[src/rtl/hl2link_pkg.sv]
// Shared codes, types and word-packing helpers for the hl2link send scheduler.
package hl2link_pkg;

    localparam int unsigned WordW = 38;

    localparam logic [1:0] TuserCmd  = 2'b01;
    localparam logic [1:0] TuserRx   = 2'b10;
    localparam logic [1:0] TuserTxiq = 2'b11;

    typedef enum logic [1:0] {
        StArb,
        StOffer,
        StBusy
    } sched_state_e;

    // Samples are MSB-aligned in the link word with zero-filled low bits.
    function automatic logic [WordW-1:0] pack_rx(input logic [23:0] d);
        return {d, 14'd0};
    endfunction

    function automatic logic [WordW-1:0] pack_txiq(input logic [31:0] d);
        return {d, 6'd0};
    endfunction

endpackage

[src/rtl/hl2link_slot.sv]
// One-entry valid/ready holding buffer; emptied only when the scheduler hands its word to the link.
module hl2link_slot #(
    parameter int unsigned WIDTH = 8
) (
    input  logic             clk,
    input  logic             rst_n,
    input  logic             in_valid_i,
    input  logic [WIDTH-1:0] in_data_i,
    output logic             in_ready_o,
    input  logic             clear_i,
    output logic             full_o,
    output logic [WIDTH-1:0] data_o
);

    logic             full_q, full_d;
    logic [WIDTH-1:0] data_q, data_d;
    logic             load;

    // Ready is held low during reset so no word is accepted while the block is cleared.
    assign in_ready_o = rst_n & ~full_q;
    assign load       = in_valid_i & in_ready_o;

    always_comb begin
        full_d = full_q;
        data_d = data_q;
        if (load) begin
            full_d = 1'b1;
            data_d = in_data_i;
        end else if (clear_i) begin
            full_d = 1'b0;
        end
    end

    always_ff @(posedge clk or negedge rst_n) begin
        if (!rst_n) begin
            full_q <= 1'b0;
            data_q <= '0;
        end else begin
            full_q <= full_d;
            data_q <= data_d;
        end
    end

    assign full_o = full_q;
    assign data_o = data_q;

endmodule

[src/rtl/hl2link_sched.sv]
// Shares the hl2link send port between command, RX-sample and TX-IQ sources with a
// burst-limited command priority and round-robin between the two sample streams.
module hl2link_sched
    import hl2link_pkg::*;
#(
    parameter int unsigned CMD_BURST_MAX = 4,
    parameter int unsigned DONE_TIMEOUT  = 64
) (
    input  logic             clk,
    input  logic             rst_n,
    input  logic             cmd_tvalid,
    input  logic [WordW-1:0] cmd_tdata,
    output logic             cmd_tready,
    input  logic             rx_tvalid,
    input  logic [23:0]      rx_tdata,
    output logic             rx_tready,
    input  logic             txiq_tvalid,
    input  logic [31:0]      txiq_tdata,
    output logic             txiq_tready,
    output logic             send_tvalid,
    output logic [WordW-1:0] send_tdata,
    output logic [1:0]       send_tuser,
    input  logic             send_tready,
    input  logic             send_tdone,
    input  logic             running,
    output logic             busy,
    output logic             timeout_err,
    output logic             link_abort
);

    localparam int unsigned BurstW = $clog2(CMD_BURST_MAX + 1);
    localparam int unsigned TimerW = $clog2(DONE_TIMEOUT + 1);

    logic             cmd_full, rx_full, txiq_full;
    logic             cmd_clr, rx_clr, txiq_clr;
    logic [WordW-1:0] cmd_word;
    logic [23:0]      rx_word;
    logic [31:0]      txiq_word;

    sched_state_e      state_q, state_d;
    logic [BurstW-1:0] burst_q, burst_d;
    logic              rr_q, rr_d;  // 0: RX is next among samples
    logic [TimerW-1:0] timer_q, timer_d;
    logic [WordW-1:0]  tdata_q, tdata_d;
    logic [1:0]        tuser_q, tuser_d;

    logic sample_full, cmd_wins, rx_wins;

    hl2link_slot #(.WIDTH(WordW)) u_cmd_slot (
        .clk       (clk),
        .rst_n     (rst_n),
        .in_valid_i(cmd_tvalid),
        .in_data_i (cmd_tdata),
        .in_ready_o(cmd_tready),
        .clear_i   (cmd_clr),
        .full_o    (cmd_full),
        .data_o    (cmd_word)
    );

    hl2link_slot #(.WIDTH(24)) u_rx_slot (
        .clk       (clk),
        .rst_n     (rst_n),
        .in_valid_i(rx_tvalid),
        .in_data_i (rx_tdata),
        .in_ready_o(rx_tready),
        .clear_i   (rx_clr),
        .full_o    (rx_full),
        .data_o    (rx_word)
    );

    hl2link_slot #(.WIDTH(32)) u_txiq_slot (
        .clk       (clk),
        .rst_n     (rst_n),
        .in_valid_i(txiq_tvalid),
        .in_data_i (txiq_tdata),
        .in_ready_o(txiq_tready),
        .clear_i   (txiq_clr),
        .full_o    (txiq_full),
        .data_o    (txiq_word)
    );

    assign sample_full = rx_full | txiq_full;
    assign cmd_wins    = cmd_full & ~((burst_q == BurstW'(CMD_BURST_MAX)) & sample_full);
    assign rx_wins     = rx_full & (~txiq_full | ~rr_q);

    always_comb begin
        state_d     = state_q;
        burst_d     = burst_q;
        rr_d        = rr_q;
        timer_d     = timer_q;
        tdata_d     = tdata_q;
        tuser_d     = tuser_q;
        cmd_clr     = 1'b0;
        rx_clr      = 1'b0;
        txiq_clr    = 1'b0;
        timeout_err = 1'b0;
        link_abort  = 1'b0;

        unique case (state_q)
            StArb: begin
                if (running && (cmd_full || sample_full)) begin
                    state_d = StOffer;
                    if (cmd_wins) begin
                        tdata_d = cmd_word;
                        tuser_d = TuserCmd;
                        burst_d = sample_full ? burst_q + BurstW'(1) : '0;
                    end else begin
                        tdata_d = rx_wins ? pack_rx(rx_word) : pack_txiq(txiq_word);
                        tuser_d = rx_wins ? TuserRx : TuserTxiq;
                        burst_d = '0;
                        rr_d    = ~rr_q;
                    end
                end
            end
            StOffer: begin
                // A drop before the link accepts keeps the word in its slot for a later retry.
                if (!running) begin
                    state_d = StArb;
                end else if (send_tready) begin
                    state_d = StBusy;
                    timer_d = '0;
                    unique case (tuser_q)
                        TuserCmd:  cmd_clr  = 1'b1;
                        TuserRx:   rx_clr   = 1'b1;
                        TuserTxiq: txiq_clr = 1'b1;
                        default:   ;
                    endcase
                end
            end
            StBusy: begin
                if (send_tdone) begin
                    state_d = StArb;
                end else if (!running) begin
                    link_abort = 1'b1;
                    state_d    = StArb;
                end else if (timer_q == TimerW'(DONE_TIMEOUT)) begin
                    timeout_err = 1'b1;
                    state_d     = StArb;
                end else begin
                    timer_d = timer_q + TimerW'(1);
                end
            end
            default: state_d = StArb;
        endcase
    end

    always_ff @(posedge clk or negedge rst_n) begin
        if (!rst_n) begin
            state_q <= StArb;
            burst_q <= '0;
            rr_q    <= 1'b0;
            timer_q <= '0;
            tdata_q <= '0;
            tuser_q <= 2'b00;
        end else begin
            state_q <= state_d;
            burst_q <= burst_d;
            rr_q    <= rr_d;
            timer_q <= timer_d;
            tdata_q <= tdata_d;
            tuser_q <= tuser_d;
        end
    end

    assign send_tvalid = (state_q == StOffer);
    assign send_tdata  = tdata_q;
    assign send_tuser  = tuser_q;
    assign busy        = (state_q != StArb);

endmodule

[config.mk]
export PLATFORM = sky130hd
export DESIGN_NAME = hl2link_sched
export DESIGN_NICKNAME = d
export VERILOG_FILES = /design/src/rtl/hl2link_pkg.sv /design/src/rtl/hl2link_slot.sv /design/src/rtl/hl2link_sched.sv
export SDC_FILE = /design/constraint.sdc
export NUM_CORES = 1
export LEC_CHECK = 0
export CAP_MARGIN = 20
export CELL_PAD_IN_SITES_DETAIL_PLACEMENT = 0
export CELL_PAD_IN_SITES_GLOBAL_PLACEMENT = 1
export CORE_MARGIN = 4
export CORE_UTILIZATION = 39
export DETAILED_ROUTE_END_ITERATION = 7
export GPL_TIMING_DRIVEN = 0
export PLACE_DENSITY = 0.84
export SKIP_CTS_REPAIR_TIMING = 1
export SYNTH_ARGS = -nofsm -noshare
export SYNTH_HDL_FRONTEND = slang
export SYNTH_SLANG_ARGS = --single-unit
[constraint.sdc]
create_clock -name clk -period 2.3 [get_ports clk]
set_clock_uncertainty 0.2 [all_clocks]
set_input_delay 0.23 -clock clk [delete_from_list [all_inputs] [get_ports clk]]
set_output_delay 0.23 -clock clk [all_outputs]
set_load 0.005 [all_outputs]
==> results_dict.tcl <==
set metrics [dict create \
    final_common_cell "dfrtp_1" \
    syn-cell-area_sq_um 6420 \
    io_buffers 148 \
    ir_drop_v 0.000647 \
    antenna_found_initial 0 \
    outcome "finished with violations" \
    grt_max_degree 82 \
    worst_slack_ns 0.165 \
    yosysSeqAreaShare 0.585 \
    grt_pass1_wl_um 26500 \
    ys_top_cells_by_area "dfrtp_1 59%, mux2_2 16%, nand2_1 5.6%" \
    crit_required_ns 1.87 \
    wl_met1_um 7040 \
    p_leak_nw 3.89 \
    yosys.area_share.simple 0.120 \
    synth_area_per_cell_sq_um 11.9 \
    start_kind "flop" \
    path_cells "nor4b_1 > clkdlybuf4s50_1" \
    dpl-instance-area_sq_um 8200 \
    synth_edf_count 0 \
    via_per_inst 4.99 \
    final_cell_mix "150 x dfrtp_1, 146 x clkdlybuf4s50_1, 95 x nand2_1" \
    synth-async-reset-ratio 1.00 \
    crit_slowest_cell "clkdlybuf4s50_1" \
    clk_pin_slew_ns 0.06 \
    nNetsFinal 815 \
    combPwrFrac 0.355 \
    rsz0062_at_grt "no" \
    drt_iter0_markers 184 \
    synth-xor-area-share 0.00273 \
    tightest_slew_ns 0.744 \
    start_util 0.401 \
    final_util 0.549 \
    yosys_warnings 0 \
    syn-instance-count 540 \
    clock_path_buffers 2 \
    setup_violations 0 \
    critPathKind "flop to output pin" \
    cts.htree.levels 4 \
    yosys_most_used_dff "dfrtp_1" \
    die_y_um 136 \
    synth_top_family_by_area "multiplexers" \
    core_area_sq_um 16000 \
    fin_crit_sh 0.928 \
    area_growth_pct 36.9 \
    setup.worst_path.start "state_q[0]" \
    ys_types 39 \
    pwr-share-clk 0.236 \
    top_layer_used "met4" \
    overflow 0 \
    synth_seq_cells 150 \
    detail_route.wl_per_cell_um 17.6 \
    power_switching_share 0.314 \
    crit_path_max_fanout 6 \
    synthAdderAreaFrac 0.00780 \
    cts.sinks 150 \
    wl_um 16600 \
    pre_cts_slack_ns -0.0931 \
    dieArea_sq_um 18600 \
    route.met3.wl_um 932 \
    rows 46 \
    pwr-share-seq 0.409 \
    clk_latency_ns 0.42 \
    hold_path.class "input port to async pin" \
    first_pass_iters 4 \
    holdWs_ns -0.355 \
    met2_length_um 8300 \
    antenna_left 0 \
    worstPathArrival_ns 1.70 \
    grt_pass1_vias 5030 \
    timing.fmax_mhz 468 \
    rr_startpoint "state_q[0]" \
    period_needed_ns 2.13 \
    hold_violations 77 \
    numCtsBuffers 17 \
    synth_top_area_cell "dfrtp_1" \
    finalInstanceArea_sq_um 8780 \
    chipWidth_um 136 \
    slowest_delay_ns 0.56 \
    synth_compound_area_frac 0.0778 \
    cts_root_buf "clkbuf_16" \
    power_density_nw_per_um2 1280 \
    drv_cap 0 \
    max_slew_margin 0.504 \
    layout-drive-gt1-share 0.215 \
    netlist.area_leader.share 0.585 \
    drcViolationCount 0 \
    cts_tree "built" \
    top_level_ports 149 \
    dp_hpwl_um 11900 \
    syn-num-nets 646 \
    grtUsageTotal 0.187 \
    cellInternalPower_mw 7.69 \
    vias 4682 \
    setup.worst_path.end_class "output pin" \
    final_max_slew_viol_count 0 \
    violations "negative hold slack" \
    p_sw_mw 3.53 \
    globalplace.congestion 0.788 \
    synthMuxAreaShare 0.179 \
]
==> final timing paths <==
kind / to / slack (ns) / cells past startpoint
min in group clk: u_cmd_slot.data_o[12] / 0.22 / 2
min reg2reg: send_tdata[15] / 0.29 / 2
max: link_abort / 0.17 / 2
max reg2reg: send_tdata[25] / 0.30 / 6
min: u_cmd_slot.data_o[4] / -0.36 / 1
max in group asynchronous: send_tdata[24] / 1.43 / 2
==> synth_stat cells, types with 2 or more instances <==
| master | number |
|---|---|
| a211o_1 | 2 |
| a21o_1 | 2 |
| a21oi_1 | 2 |
| a22o_1 | 6 |
| and2_0 | 5 |
| and2_1 | 3 |
| and3_1 | 26 |
| buf_2 | 18 |
| buf_4 | 6 |
| clkbuf_1 | 4 |
| dfrtp_1 | 150 |
| ha_1 | 4 |
| inv_1 | 8 |
| mux2_2 | 94 |
| mux2i_1 | 9 |
| nand2_1 | 95 |
| nand2b_1 | 4 |
| nand3_1 | 6 |
| nor2_1 | 6 |
| nor2b_1 | 5 |
| nor3_1 | 3 |
| nor4b_1 | 2 |
| o21ai_0 | 37 |
| o21ai_1 | 26 |
| o2bb2ai_1 | 2 |
| xnor2_1 | 2 |
==> layer usage <==
metal,vias up,GRT usage
met1,2323,0.239
met5,-,0
li1,2214,-
met4,0,0.0700
met3,22,0.0481
met2,123,0.307
==> layout make-up <==
class,instances,area (sq um)
Antenna cell,1,2.50
Tap cell,216,270
Fill cell,1388,7220
Timing Repair Buffer,150,1520
Buffer,28,150
Clock buffer,22,454
Multi-Input combinational cell,354,2500
Sequential cell,150,3750
Clock inverter,9,104
Inverter,8,30.0
==> state kept, by name, summed over array words and instances, names as in the netlist <==
signal,count
u_rx_slot.full_o,1
timer_q,7
rr_q,1
burst_q,3
u_rx_slot.data_o,24
send_tuser,2
send_tdata,38
state_q,2
u_txiq_slot.full_o,1
u_txiq_slot.data_o,32
u_cmd_slot.full_o,1
u_cmd_slot.data_o,38
==> critical path: cells and delay by family (launching register included) <==
kind	cells	cell delay, ns
DFF	1	0.43
buffers and inverters	1	0.56
and+or+nand+nor	1	0.30
==> power by group through the flow <==
stage	Clock (mW)	Combinational [mW]	Sequential [mW]
floorplan	0	2.38	4.43
global placement	0	3.88	4.56
detailed placement	0	4.01	4.62
CTS	2.72	4.03	4.59
global route	2.83	4.44	4.73
finish	2.65	3.99	4.58
==> per-stage QoR <==
step	power [mW]	setup TNS, ns	cells
final	11.2	0	938
after global routing	12.0	0	937
after CTS	11.3	-0.319	936
after detailed placement	8.63	-2.81	905
after global placement	8.44	-1253.31	904
after floorplan	6.81	0	540
==> cells by family after synthesis <==
logic type	after synthesis
simple gates	161
flops	150
mux	103
compound gates	84
buf+inv	36
fa+ha+maj	4
xor+xnor	2
No activity file was read; power rests on OpenSTA's default activity.
